[src/rtl/program_loader_pkg.sv]
// Shared constants for the program loader: FSM state encoding, the
// terminating instruction and the byte/word geometry.
package program_loader_pkg;

   localparam int NB_DATA_DEF = 32;
   localparam int NB_BYTE_DEF = 8;

   localparam logic [NB_DATA_DEF-1:0] HALT_WORD      = 32'hFFFF_FFFF;
   localparam int                     BYTES_PER_WORD = NB_DATA_DEF / NB_BYTE_DEF;

   typedef enum logic [1:0] {
      LOADER_IDLE = 2'd0,
      LOADER_LOAD = 2'd1,
      LOADER_DONE = 2'd2
   } loader_state_t;

endpackage

[src/rtl/program_loader_word_assembler.sv]
// Big-endian byte-to-word assembler. o_word/o_word_valid are combinational on
// the cycle the last byte of a word arrives so the caller can register the write.
module word_assembler
   import program_loader_pkg::*;
#(
   parameter int NB_DATA = NB_DATA_DEF,
   parameter int NB_BYTE = NB_BYTE_DEF
) (
   input  logic               i_clock,
   input  logic               i_reset,
   input  logic               i_clear,
   input  logic               i_byte_valid,
   input  logic [NB_BYTE-1:0] i_byte,
   output logic [NB_DATA-1:0] o_word,
   output logic               o_word_valid
);

   localparam int NBYTES = NB_DATA / NB_BYTE;
   localparam int NB_IDX = $clog2(NBYTES);
   localparam logic [NB_IDX-1:0] LAST_IDX = NB_IDX'(NBYTES - 1);

   // Holds the earlier bytes of the word in flight, oldest in the top bits.
   logic [NB_DATA-NB_BYTE-1:0] shift_q;
   logic [NB_IDX-1:0]          idx_q;

   always_ff @(posedge i_clock) begin
      if (i_reset || i_clear) begin
         shift_q <= '0;
         idx_q   <= '0;
      end else if (i_byte_valid) begin
         shift_q <= {shift_q[NB_DATA-2*NB_BYTE-1:0], i_byte};
         idx_q   <= idx_q + 1'b1;
      end
   end

   assign o_word       = {shift_q, i_byte};
   assign o_word_valid = i_byte_valid && (idx_q == LAST_IDX);

endmodule

[src/rtl/program_loader.sv]
// Loads instruction memory from the debug byte stream, stopping on HALT or a
// full memory, and gates CPU fetch reads off the shared read port while loading.
module program_loader
   import program_loader_pkg::*;
#(
   parameter int                  NB_DATA      = NB_DATA_DEF,
   parameter int                  NB_BYTE      = NB_BYTE_DEF,
   parameter int                  NB_ADDR      = 6,
   parameter int                  MEMORY_DEPTH = 64,
   parameter logic [NB_DATA-1:0]  HALT_WORD    = program_loader_pkg::HALT_WORD
) (
   input  logic               i_clock,
   input  logic               i_reset,
   input  logic               i_start,
   input  logic [NB_BYTE-1:0] i_rx_data,
   input  logic               i_rx_valid,
   input  logic               i_cpu_read_enable,
   input  logic [NB_ADDR-1:0] i_cpu_read_addr,
   output logic [NB_ADDR-1:0] o_mem_write_addr,
   output logic [NB_DATA-1:0] o_mem_write_data,
   output logic               o_mem_write_enable,
   output logic [NB_ADDR-1:0] o_mem_read_addr,
   output logic               o_mem_read_enable,
   output logic               o_loading,
   output logic               o_done,
   output logic               o_overflow,
   output logic [NB_ADDR:0]   o_word_count
);

   localparam logic [NB_ADDR-1:0] LAST_ADDR = NB_ADDR'(MEMORY_DEPTH - 1);
   localparam logic [NB_ADDR:0]   MAX_COUNT = (NB_ADDR+1)'(MEMORY_DEPTH);

   loader_state_t      state_q, state_d;
   logic [NB_ADDR-1:0] write_addr_q;
   logic [NB_DATA-1:0] word;
   logic               word_valid;
   logic               accept, start_load, last_addr, is_halt;

   assign accept     = (state_q == LOADER_LOAD) && i_rx_valid;
   assign start_load = i_start && (state_q != LOADER_LOAD);
   assign last_addr  = (write_addr_q == LAST_ADDR);
   assign is_halt    = (word == HALT_WORD);

   word_assembler #(
      .NB_DATA (NB_DATA),
      .NB_BYTE (NB_BYTE)
   ) u_word_assembler (
      .i_clock      (i_clock),
      .i_reset      (i_reset),
      .i_clear      (start_load),
      .i_byte_valid (accept),
      .i_byte       (i_rx_data),
      .o_word       (word),
      .o_word_valid (word_valid)
   );

   always_comb begin
      state_d = state_q;
      case (state_q)
         LOADER_IDLE, LOADER_DONE:
            if (i_start) state_d = LOADER_LOAD;
         LOADER_LOAD:
            if (word_valid && (is_halt || last_addr)) state_d = LOADER_DONE;
         default:
            state_d = LOADER_IDLE;
      endcase
   end

   always_ff @(posedge i_clock) begin
      if (i_reset) begin
         state_q            <= LOADER_IDLE;
         write_addr_q       <= '0;
         o_word_count       <= '0;
         o_overflow         <= 1'b0;
         o_mem_write_enable <= 1'b0;
         o_mem_write_addr   <= '0;
         o_mem_write_data   <= '0;
      end else begin
         state_q            <= state_d;
         o_mem_write_enable <= 1'b0;
         if (start_load) begin
            write_addr_q <= '0;
            o_word_count <= '0;
            o_overflow   <= 1'b0;
         end else if (word_valid) begin
            o_mem_write_enable <= 1'b1;
            o_mem_write_addr   <= write_addr_q;
            o_mem_write_data   <= word;
            // The load ends on the last address, so holding it avoids a wrap.
            if (!last_addr) write_addr_q <= write_addr_q + 1'b1;
            if (o_word_count != MAX_COUNT) o_word_count <= o_word_count + 1'b1;
            if (last_addr && !is_halt) o_overflow <= 1'b1;
         end
      end
   end

   assign o_loading         = (state_q == LOADER_LOAD);
   assign o_done            = (state_q == LOADER_DONE);
   assign o_mem_read_addr   = i_cpu_read_addr;
   assign o_mem_read_enable = i_cpu_read_enable && !o_loading;

endmodule

[config.mk]
export PLATFORM = sky130hd
export DESIGN_NAME = program_loader
export DESIGN_NICKNAME = d
export VERILOG_FILES = /design/src/rtl/program_loader_pkg.sv /design/src/rtl/program_loader_word_assembler.sv /design/src/rtl/program_loader.sv
export SDC_FILE = /design/constraint.sdc
export NUM_CORES = 1
export LEC_CHECK = 0
export ABC_CLOCK_PERIOD_IN_PS = 1900
export CAP_MARGIN = 20
export CORE_MARGIN = 8
export CORE_UTILIZATION = 49
export CTS_CLUSTER_SIZE = 16
export DETAILED_ROUTE_END_ITERATION = 8
export GPL_TIMING_DRIVEN = 0
export PLACE_DENSITY = 0.89
export SYNTH_ARGS = -nofsm -noshare
export SYNTH_HDL_FRONTEND = slang
export SYNTH_SLANG_ARGS = --single-unit
export TNS_END_PERCENT = 50
[constraint.sdc]
create_clock -name i_clock -period 1.9 [get_ports i_clock]
set_clock_uncertainty 0.1 [all_clocks]
set_input_delay 0.475 -clock i_clock [delete_from_list [all_inputs] [get_ports i_clock]]
set_output_delay 0.475 -clock i_clock [all_outputs]
set_load 0.1 [all_outputs]
### Word-level counts from Yosys, hierarchy flattened

Index checks and enable logic that the tools add are counted.

* flip-flop bits (word level): 81
* input bits: 19
* output and inout port bits: 56
* word-level logic and storage cells: 45

* add/sub/neg operators: 3
* equality and inequality tests: 9
* muxes and demuxes: 4
* bitwise operators: 2
* reductions and logical operators: 18

Operators by type and width (number)
* 32-bit equality test, second input constant: 1
* 2-bit AND reduction: 5
* 7-bit by 1-bit adder with 7-bit output, second input constant: 1
* 7-bit inequality test, second input constant: 1
* 6-bit by 1-bit adder with 6-bit output, second input constant: 1
* 6-bit equality test, second input constant: 1
* 1-bit logical AND: 6
* 2-bit equality test, second input constant: 2
* 2-bit 2-to-1 mux: 2
* 2-bit by 1-bit inequality test with 1-bit output, second input constant: 2
* 2-bit case mux with 2 select lines: 1
* 2-bit OR reduction: 2
* 2-bit by 1-bit adder with 2-bit output, second input constant: 1
* 2-bit by 1-bit equality test with 1-bit output, second input constant: 1
* 1-bit logical NOT: 2
* 2-bit logical NOT: 1
* 1-bit logical OR: 2
* 2-bit inequality test, second input constant: 1
* 1-bit inverter: 2
* 1-bit 2-to-1 mux: 1

### Depth between registers and ports, before layout

Gate-level depths: netlist of the first run.

* depth after elaboration: 6
* mapped depth: 7
* mapped depth without buffers: 5

### Hierarchy

Synthesis of the first run repeated with hierarchy kept, for this count alone.

* cell total of the unflattened synthesis: 369
* area, all modules: 3269.4 um^2

By module, submodules not included
* program_loader: instances 1, cells each 274, area each 2229.6 um^2, sequential area each 1101.1 um^2
* word_assembler: instances 1, cells each 95, area each 1039.7 um^2, sequential area each 520.5 um^2

### Worst setup path after synthesis of the first run

No wires, ideal clock.

* path type: register to register
* from: register state_q[1]
* to: register state_q[1]
* setup time: 0.086 ns
* data arrival time: 2.236 ns
* required time: 1.714 ns
* setup slack: -0.522 ns
* stages on the path, launching flop included: 5
* path buffers: 0
* clock period less this slack: 2.422 ns
* path through: dfxtp_1 nor2b_1 nor2b_1 a21oi_1 a211oi_1

* elaborated cells between the ends (all ways): 11
* those cells by class: eq/ne: 4; mux: 1; reduce/logical: 6

RTL lines
* start, declared: line program_loader.sv:33 `loader_state_t state_q, state_d;`
* start signal, assigned: line program_loader.sv:79 `state_q <= state_d;`
* 2-bit equality test (*)
* via o_done: line program_loader.sv:25 `output logic o_done,`
* 2-bit OR reduction (*): line program_loader.sv:59 `case (state_q)`
* 2-bit inequality test (no source line)
* 2-bit AND reduction (no source line)

The timed path passes the listed nets; every way through them passes the cells marked *.
A chain may end at the register's enable or synchronous reset.

### Final worst setup path of the first run

* from: register o_word_count[3]
* to: output o_word_count[3]

RTL lines
* start, declared: line program_loader.sv:27 `output logic [NB_ADDR:0] o_word_count`
* start signal, assigned: line program_loader.sv:91 `if (o_word_count != MAX_COUNT) o_word_count <= o_word_count + 1'b1;`

No word-level cell between the ends.

==> results of run 1 <==
[metal layers]
layer / routed length [um] / global-route usage [%] / up-vias
li1: - / - / 1443
met1: 3360 / 21.0 / 1332
met2: 3700 / 28.6 / 103
met3: 746 / 6.08 / 10
met4: 98 / 6.53 / 0
met5: 0 / 0 / -
[synthesized netlist by cell type, drive strengths merged]
| cell | count |
|---|---|
| a31oi | 1 |
| o21ai | 1 |
| nor3 | 1 |
| nand3b | 1 |
| and2 | 2 |
| nand2b | 2 |
| nor4 | 3 |
| nor2b | 2 |
| a211oi | 4 |
| clkbuf | 10 |
| nand2 | 129 |
| ha | 4 |
| nand4 | 12 |
| nor2 | 15 |
| xnor2 | 5 |
| xor2 | 4 |
| a21oi | 69 |
| o21ba | 1 |
| inv | 5 |
| buf | 22 |
| o41ai | 1 |
| o211a | 1 |
| and3 | 2 |
| dfxtp | 81 |
| mux2i | 2 |
| and4 | 1 |
| nand4b | 1 |
| nand3 | 3 |
| a21o | 1 |
| or4 | 1 |
| and4b | 1 |
[area by class of cell]
type / count / area [um^2]
tap: 77 / 96.3
buffer: 32 / 179
multi-input combinational: 270 / 1350
fill: 507 / 2100
clock inverter: 4 / 50.0
clock buffer: 12 / 165
sequential: 81 / 1630
timing repair buffer: 67 / 688
inverter: 5 / 18.8
[final timing paths]
path	from	end	slack, ns	cells after the start
max reg2reg	u_word_assembler.idx_q[0]	write_addr_q[5]	0.17	5
max	o_word_count[3]	o_word_count[3]	0.04	1
min reg2reg	o_mem_write_data[23]	o_mem_write_data[23]	0.36	2
min	o_mem_write_data[23]	o_mem_write_data[23]	0.36	2
[state kept, by name, summed over array words and instances, names as in the netlist]
name                      flops
o_mem_write_data             32
o_mem_write_addr              6
o_word_count                  7
write_addr_q                  6
u_word_assembler.shift_q     24
o_mem_write_enable            1
state_q                       2
o_overflow                    1
u_word_assembler.idx_q        2
[through the flow]
step / worst slack [ns] / cells / hold WS (ns) / utilization, %
finish: 0.0382 / 548 / 0.356 / 66.5
global route: -0.0458 / 548 / 0.380 / 66.5
CTS: -0.213 / 548 / 0.360 / 66.7
detailed placement: -0.844 / 532 / 0.348 / 62.6
global placement: -0.830 / 532 / 0.342 / 62.6
floorplan: 0.0360 / 388 / 0.340 / -
[cells by family after synthesis]
| kind of cell | count (synthesis) |
|---|---|
| buffers and inverters | 37 |
| adders and majority gates | 4 |
| AOI/OAI and AO/OA | 79 |
| muxes | 2 |
| xor gates and xnor gates | 9 |
| DFF | 81 |
| and+or+nand+nor | 176 |
[where the power goes]
group | total [mW] | internal [mW] | switching, mW
Sequential | 1.71 | 1.70 | 0.0100
Clock | 1.31 | 0.712 | 0.602
Combinational | 0.227 | 0.0697 | 0.158
Total | 3.26 | 2.49 | 0.770
[timing repair]
item | 4_1_cts | 5_1_grt
hold endpoints to repair | 0 | 0
endpoints found under the setup margin | 56 | 13
resized for setup | 174 | 16
==> out/qor.yml, run 1 <==
status: "finished clean"
power_mw: 3.26
dp.final_hpwl_um: 5740
h-tree-depth: 3
synth.ff_latch_count: 81
synth_area_mm2: 0.00316
finalInstanceArea_mm2: 0.00418
end_kind: "output port"
max_cap_viol_count: 0
wire_per_inst_um: 14.4
critPathBufInv: 1
p_leak_nw: 1.44
worst-path-max-fanout: 6
core_mm2: 0.00628
slew_viol_final: 0
synth_fp_nets: 411
finalWirelength_um: 7900
nets: 489
io_buffers: 67
cts_tree: "yes"
tns_ns: 0
layout_common_cells: "129 x nand2_1, 75 x dfxtp_1, 68 x a21oi_1, 39 x clkdlybuf4s15_2, 16 x buf_4"
critPathKind: "reg -> out"
dieArea_mm2: 0.00927
synthMuxAreaShare_pct: 0.634
dr.pass1.iters: 4
place_congestion: 0.822
cts_max_path_buffers: 2
viasPerCell: 5.27
cts.sinks: 81
slowest_stage: "clkdlybuf4s18_2"
insertion_delay_ns: 0.35
yosysSeqAreaShare_pct: 51.4
synth-compound-area-share_pct: 13.8
grtUsageTotal_pct: 17.6
path_clk_slew_ns: 0.08
postCtsSetupRepairBufs: 0
die_h_um: 96.3
layout_commonest_cell: "nand2_1"
worstSetupStartpointType: "flip-flop"
drc: 0
max_freq_mhz: 537
first_iter_violations: 166
ant_nets: 0
ir_worst_vdd_mv: 0.688
slowest_delay_ns: 0.56
hold_path_class: "reg -> reg"
cp.required_ns: 1.32
ys_types: 37
cts_buffers: 9
fin_crit_ns: 1.86
dpl-instance-area_mm2: 0.00393
grt_max_degree: 14
finalSetupViolCount: 0
start_util_pct: 50.3
yosysWarningCount: 0
relSlewSlack_pct: 63.1
yosys.area_share.xor_xnor_pct: 2.50
crit_chain: "clkdlybuf4s18_2"
ys_top_cells_by_area: "dfxtp_1 51%, nand2_1 15%, a21oi_1 11%"
powerDensity_mw_per_mm2: 780
drive_gt1_share_pct: 22.7
syn_area_per_cell_um2: 8.14
synthSimpleGateAreaFrac_pct: 23.9
synthAdderAreaFrac_pct: 1.59
vias: 2888
syn_inst: 388
hold_viol: 0
tightest_slew_ns: 0.556
cts_hold_buf: 0
rsz0062_at_grt: "yes"
grt_overflow: 0
clockRootBuffer: "clkbuf_8"
num_rows: 29
synth_top_family_by_area: "simple AND/OR/NAND/NOR gates"
finalCritPeriodShare_pct: 98.0
first_global_vias: 2789
yosys.area.top_type: "dfxtp_1"
syn_to_final_growth_pct: 32.3
pin_count: 75
grt_pass1_wl_um: 12900
synth_top_area_share_pct: 51.4
diodes: 0
antenna_found_initial: 0
critPathTopFamily: "buffers and inverters"
dieWidth_um: 96.3
cp.arrival_ns: 1.29
Power figures use the tool's default switching activity.
==> run 2: changes to the inputs <==
ABC_CLOCK_PERIOD_IN_PS = 2000   (was 1900)
REMOVE_ABC_BUFFERS = 1   (was default)
clock period = 2 ns   (was 1.9 ns; I/O delays follow)
==> run 2 against run 1 <==
  * Utilization down 2.2 points
  * Non-clock buffer count down 34
  * Largest cell class unchanged
  * Critical path depth up 4
  * Sequential cell count unchanged
  * Final area down 3.4%
  * Via count down 4.9%
  * Critical path type is now reg -> reg
  * Clock-buffer cell count down 2
  * First-iteration DRC count down 6.6%
  * Highest routed layer unchanged
  * Cell count down 6.2%
  * Sequential power down 5%
  * Total power down 9.6%
  * Setup slack worse by 0.022 ns
==> out/qor.yml, run 2 (same netlist as run 1, synthesis figures left out) <==
dp.final_hpwl_um: 5030
r2r_cells: 5
insertion_delay_ns: 0.35
cts_hold_buf: 0
die_h_um: 96.3
hold_viol: 0
slowest_delay_ns: 0.50
worstSetupStartpointType: "flip-flop"
fin_util_pct: 64.3
grt_overflow: 0
worst-path-max-fanout: 30
hp-start: "o_mem_write_addr[4]"
largest_reg_flops: 32
viasPerCell: 5.34
finalInstanceArea_mm2: 0.00404
finalSetupViolCount: 0
pin_count: 75
whs_endpoint: "o_mem_write_addr[4]"
slew_viol_final: 0
grtUsageTotal_pct: 16.4
dr.pass1.iters: 4
place_congestion: 0.747
status: "finished clean"
r2r_setup_slack_ns: 0.02
setup_slack_ns: 0.0157
cts_tree: "yes"
rsz0062_at_grt: "yes"
hold_path_class: "reg -> reg"
slowest_stage: "or4_1"
gr-max-usage-layer: "met2"
nets: 455
finalCritPeriodShare_pct: 99.2
fin_cells: 514
r2r_end: "write_addr_q[5]"
wire_per_inst_um: 14.1
h-tree-depth: 3
max_cap_viol_count: 0
dieArea_mm2: 0.00927
cts_buffers: 9
place_ws_ns: -0.791
drive_gt1_share_pct: 17.6
power_mw: 2.94
timing.rr.start: "u_word_assembler.idx_q[0]"
cts.sinks: 81
core_mm2: 0.00628
relSlewSlack_pct: 41.0
cts_max_path_buffers: 2
crit_chain: "ha_2 -> nand4b_4 -> buf_16 -> or4_1 -> a21oi_1"
grt_pass1_wl_um: 12000
met2_usage_pct: 27.7
largest-register: "o_mem_write_data"
start_util_pct: 50.3
finalWirelength_um: 7270
syn_to_final_growth_pct: 27.8
io_buffers: 62
powerDensity_mw_per_mm2: 729
p_leak_nw: 1.35
layout_common_cells: "129 x nand2_1, 81 x dfxtp_1, 68 x a21oi_1, 44 x clkdlybuf4s15_2, 15 x nor2_1"
first_global_vias: 2617
ant_nets: 0
diodes: 0
first_iter_violations: 155
path_clk_slew_ns: 0.08
cp.arrival_ns: 2.16
grt_max_degree: 45
num_rows: 29
ir_worst_vdd_mv: 0.357
tightest_slew_ns: 0.884
dieWidth_um: 96.3
tns_ns: 0
cp.required_ns: 2.17
layout_commonest_cell: "nand2_1"
grt_use_met1_pct: 18.6
vias: 2747
dp_cells: 498
fin_crit_ns: 1.98
drc: 0
dpl-instance-area_mm2: 0.00378
reg_top3: "o_mem_write_data (32), u_word_assembler.shift_q (24), o_word_count (7)"
antenna_found_initial: 0
end_kind: "flip-flop"
hold_path_depth: 2
max_freq_mhz: 504
grtUsageMet3_pct: 4.84
hold_ws_ns: 0.356
critPathKind: "reg -> reg"
clockRootBuffer: "clkbuf_8"
run 2: cell count changes in the layout (fill, tap and decap cells not counted), sizes merged:
cell           previous run  this run
clkdlybuf4s15            39        44
inv                       5         6
clkdlybuf4s50            11        10
buf                      33         7
dlygate4sd2               0         1
clkbuf                   25        11
clkdlybuf4s18             3         1
dlymetal6s2s              0         1
clkinv                    1         2
run 2: per-layer routing:
layer | vias up | wire length (um) | share of wire [%]
met5 | - | 0 | 0
met4 | 0 | 158 | 2.2
met3 | 17 | 457 | 6.3
met2 | 60 | 3590 | 49
met1 | 1301 | 3060 | 42
li1 | 1369 | - | -
run 2: power by group:
group          switching (mW)  total, mW  internal (mW)
Combinational          0.0950      0.144         0.0493
Clock                   0.590       1.17          0.581
Sequential            0.00843       1.63           1.62
Total                   0.694       2.94           2.25
run 2: worst max path at each step:
stage | startpoint | endpoint | slack, ns | depth (start not counted)
after floorplan | state_q[1] | state_q[1] | -0.42 | 4
after global placement | i_reset | o_overflow | -1.47 | 3
after detailed placement | i_cpu_read_enable | o_mem_read_enable | -0.79 | 3
after CTS | o_word_count[3] | o_word_count[3] | 0.003 | 1
after global routing | u_word_assembler.idx_q[0] | write_addr_q[5] | -0.08 | 5
final | u_word_assembler.idx_q[0] | write_addr_q[5] | 0.02 | 5
run 2: repair_timing:
item                                   4_1_cts  5_1_grt
endpoints found under the hold margin        0        0
gates resized for setup                    165        6
pin swaps                                    1        0
setup endpoints to repair                   94       36
buffers inserted                             0        0
run 2: final cells by class:
type	count	area, um^2
clock inverter	6	67.6
tap	77	96.3
inverter	5	18.8
clock buffer	10	128
fill	537	2240
timing repair buffer	65	742
sequential	81	1620
multi-input combinational	270	1360
run 2: worst max-delay path: cells and delay by family (launching register included):
| kind | cells | cell delay [ns] |
|---|---|---|
| AND/OR/NAND/NOR | 2 | 0.80 |
| flip-flops | 1 | 0.37 |
| buffers and inverters | 1 | 0.29 |
| adder cells (fa/ha/maj) | 1 | 0.22 |
| AO/OA/AOI/OAI | 1 | 0.14 |
==> run 3: changes to the inputs <==
PLACE_DENSITY = 0.79   (was 0.89)
==> run 3 against run 2 <==
  * Non-clock buffer count unchanged
  * Final area down 0.12%
  * Register-to-register slack better by 0.10 ns
  * Total power decreased by 3.2%
  * First-iteration DRC count decreased by 14%
  * Sequential power about the same
  * Utilization is 0.080 points lower
  * Die area stayed put
  * Maximum frequency rose by 0.13%
  * Sequential share of layout area increased by 0.11 points
  * Critical endpoint is now o_word_count[2]
  * Largest cell class unchanged
  * Highest routed layer unchanged
==> out/qor.yml, run 3 (same netlist as run 1, synthesis figures left out) <==
critPathBufInv: 1
ant_nets: 0
finalWirelength_um: 7590
critPathTopFamily: "buffers and inverters"
first_iter_violations: 133
crit_chain: "clkdlybuf4s18_2"
layout_commonest_cell: "nand2_1"
dp.final_hpwl_um: 4750
worstSetupStartpointType: "flip-flop"
diodes: 0
layout_common_cells: "129 x nand2_1, 79 x dfxtp_1, 68 x a21oi_1, 42 x clkdlybuf4s15_2, 15 x nor2_1"
status: "finished clean"
die_h_um: 96.3
fin_crit_ns: 1.98
drc: 0
relSlewSlack_pct: 46.2
cp.arrival_ns: 1.38
largest-register: "o_mem_write_data"
h-tree-depth: 3
start_util_pct: 50.3
syn_to_final_growth_pct: 27.7
hold_viol: 0
cts.sinks: 81
max_freq_mhz: 505
tns_ns: 0
io_buffers: 62
dr.pass1.iters: 4
num_rows: 29
fill_cells: 548
grt_max_degree: 45
grt_pass1_wl_um: 12100
first_global_vias: 2604
grtUsageTotal_pct: 16.7
worst-path-max-fanout: 8
slowest_stage: "clkdlybuf4s18_2"
slew_viol_final: 0
nets: 457
p_leak_nw: 1.36
antenna_found_initial: 0
insertion_delay_ns: 0.34
finalCritPeriodShare_pct: 99.1
tightest_slew_ns: 0.805
core_mm2: 0.00628
cts_max_path_buffers: 2
powerDensity_mw_per_mm2: 707
power_mw: 2.85
finalSetupViolCount: 0
clockRootBuffer: "clkbuf_8"
cp.required_ns: 1.40
end_kind: "output port"
hp-start: "o_mem_write_addr[4]"
max_cap_viol_count: 0
wire_per_inst_um: 14.7
grt_overflow: 0
hold_path_class: "reg -> reg"
cts_tree: "yes"
slowest_delay_ns: 0.58
path_clk_slew_ns: 0.08
largest_reg_flops: 32
cp-startpoint: "o_word_count[2]"
vias: 2768
cts_hold_buf: 0
drive_gt1_share_pct: 19.1
pin_count: 75
rsz0062_at_grt: "yes"
place_congestion: 0.759
cts_buffers: 9
dieArea_mm2: 0.00927
timing.rr.start: "u_word_assembler.idx_q[0]"
ir_worst_vdd_mv: 0.396
dieWidth_um: 96.3
reg_top3: "o_mem_write_data (32), u_word_assembler.shift_q (24), o_word_count (7)"
viasPerCell: 5.36
critPathKind: "reg -> out"
run 3: power breakdown:
group	total, mW	switching (mW)	internal [mW]
sequential	1.63	0.0107	1.62
combinational	0.141	0.0966	0.0443
clock	1.08	0.566	0.512
run 3: per-layer routing:
metal | up-vias | GRT usage, % | share of wire, % | wire [um]
met5 | - | 0 | 0 | 0
met2 | 92 | 26.2 | 46 | 3520
met4 | 0 | 8.19 | 1.6 | 121
li1 | 1380 | - | - | -
met3 | 11 | 5.46 | 8.1 | 617
met1 | 1285 | 20.0 | 44 | 3330
run 3: timing repair:
action                     CTS  global route
setup buffers                1             0
resized for setup          161            13
pin swaps                    2             0
setup endpoints to repair   81            39
cloned                       1             1
run 3: path summary, 6_finish.rpt:
| kind | endpoint | slack [ns] | cells after the start |
|---|---|---|---|
| worst max-delay path | o_word_count[2] | 0.02 | 1 |
| worst min-delay path | o_mem_write_addr[4] | 0.36 | 2 |
| worst max register to register | write_addr_q[5] | 0.12 | 5 |
| worst min register to register | o_mem_write_addr[4] | 0.36 | 2 |
run 3: area by class of cell:
| class | instances | area (um^2) | share of cell area [%] |
|---|---|---|---|
| inverter | 5 | 18.8 | 0.466 |
| clock buffer | 11 | 151 | 3.76 |
| timing repair buffer | 65 | 716 | 17.8 |
| clock inverter | 5 | 30.0 | 0.745 |
| multi-input combinational | 272 | 1390 | 34.6 |
| sequential | 81 | 1620 | 40.3 |
| tap | 77 | 96.3 | 2.39 |
run 3: per-stage QoR:
stage	cells	worst slack, ns	utilization [%]	hold slack, ns	area, um^2
2_1_floorplan	356	-0.422	-	0.339	2980
3_3_place_gp	495	-1.53	58.9	0.341	3700
3_5_place_dp	497	-0.962	59.7	0.346	3750
4_1_cts	515	-0.121	63.9	0.357	4010
5_1_grt	516	-0.0405	64.2	0.372	4030
6_report	516	0.0182	64.2	0.356	4030
==> RTL change, RTL diff (settings of run 2) <==
The parameter `NB_ADDR` goes from 6 to 8.
--- a/src/rtl/program_loader.sv
+++ b/src/rtl/program_loader.sv
@@ -5,7 +5,7 @@
 #(
    parameter int                  NB_DATA      = NB_DATA_DEF,
    parameter int                  NB_BYTE      = NB_BYTE_DEF,
-   parameter int                  NB_ADDR      = 6,
+   parameter int                  NB_ADDR      = 8,
    parameter int                  MEMORY_DEPTH = 64,
    parameter logic [NB_DATA-1:0]  HALT_WORD    = program_loader_pkg::HALT_WORD
 ) (
Ports: changed (resized i_cpu_read_addr, o_mem_read_addr, o_mem_write_addr and o_word_count); port bits go from 75 to 83. The function was not compared with the original's and may differ.
==> RTL change against run 2 <==
- total power grew 7.4%
- sequential share of layout area is essentially flat
- non-clock buffer count grew 3
- utilization shrank 0.40 points
- combinational power grew 54%
- sequential cell count grew 6
- synthesized area grew 8.5%
- critical path type is now register to output port
- highest routed layer unchanged
- synthesized cell count grew 9.3%
- routed wire length grew 17%
- largest power group unchanged
- worst setup slack gained 0.044 ns
- count of clock-buffer cells in the layout is the same
- cell area grew 7.6%
- maximum frequency grew 2.2%
==> RTL change: results (changes against run 2) <==
- Worst path max stage delay: 0.58 ns (+0.08 ns)
- Post-Route WL: 8490 um (+17%)
- Dpl cell area: 4050 um2 (+7.2%)
- Worst path slowest cell: clkdlybuf4s15_2
- Biggest regs: o_mem_write_data: 32 flops, u_word_assembler.shift_q: 24 flops, o_word_count: 9 flops
- Vias in the first global route: 3058 (+17%)
- Fraction of layout cells with a size suffix above 1: 0.184 (+0.00829)
- Delay-heaviest family, CP: buffers and inverters
- First-pass GRT wire length: 14000 um (+17%)
- DR vias: 3100 (+13%)
- WP data arrival: 1.34 ns (-0.82 ns)
- Post-Synth Adder-Cell Area: 0.0146 (-0.00124)
- Complex-gate fraction of the synthesized area: 0.136 (-0.00205)
- Buffers added on ports: 66 (+6.5%)
- WL/cell: 14.8 um (+4.8%)
- Pwr Density: 728 nW/um2 (-0.15%)
- Syn Inst Count: 424 (+9.3%)
- Largest net degree at the start of global routing: 47 (+4.4%)
- Outcome: completed
- Placed cells: 554 (+11%)
- Clock Power Share: 0.369 (-0.029)
- Synth top cells by count: nand2_1, dfxtp_1, a21oi_1
- Post-synth cell types: 38 (+2.7%)
- Post-Synth XOR/XNOR Area: 0.0281 (+0.00316)
- Switching share of power: 0.246 (+0.0105)
- Initial DRC Count: 177 (+14%)
- All-layer global routing usage: 0.171 (+0.00735)
- DP Worst Slack: -0.990 ns (-0.199 ns)
- Seq/Total Area, Yosys: 0.509 (-0.00509)
- Final Wtd Congestion: 0.793 (+6.2%)
- Maximum vdd drop: 0.538 mV (+51%)
## RTL change: cell count changes after synthesis, sizes merged, moves of 4 or more
cell / run 2 / this run
clkbuf: 10 / 20
buf: 22 / 13
dfxtp: 81 / 87
a21oi: 69 / 74
nand2: 129 / 139
xnor2: 5 / 9
## RTL change: layout make-up
| class | instances | area (um2) | area share |
|---|---|---|---|
| Clock inverter | 6 | 61.3 | 0.0141 |
| Multi-Input combinational cell | 300 | 1550 | 0.357 |
| Tap cell | 96 | 120 | 0.0277 |
| Clock buffer | 10 | 128 | 0.0294 |
| Timing Repair Buffer | 68 | 717 | 0.165 |
| Sequential cell | 87 | 1740 | 0.402 |
| Inverter | 6 | 22.5 | 0.00519 |
## RTL change: final timing paths
kind	from	end	slack (ns)	cells past startpoint
worst max-delay path	o_word_count[7]	o_word_count[7]	0.06	1
worst min-delay path	o_mem_write_data[4]	o_mem_write_data[4]	0.36	2
worst max register to register	u_word_assembler.idx_q[0]	o_word_count[8]	0.10	5
worst min register to register	o_mem_write_data[4]	o_mem_write_data[4]	0.36	2
## RTL change: repair_timing
| action | in CTS | in global routing |
|---|---|---|
| gates resized for setup | 186 | 16 |
| pin swaps | 2 | 1 |
| endpoints found under the hold margin | 0 | 0 |
| buffers inserted | 1 | 0 |
| hold buffers | 0 | 0 |
| gates cloned | 1 | 1 |
| endpoints found under the setup margin | 88 | 39 |
## RTL change: layer usage
layer	routed length, um	vias up	share of wire	GRT usage
li1	-	1518	-	-
met1	3720	1449	0.44	0.196
met2	3930	118	0.46	0.282
met3	698	15	0.082	0.0649
met4	142	0	0.017	0.0664
met5	0	-	0	0
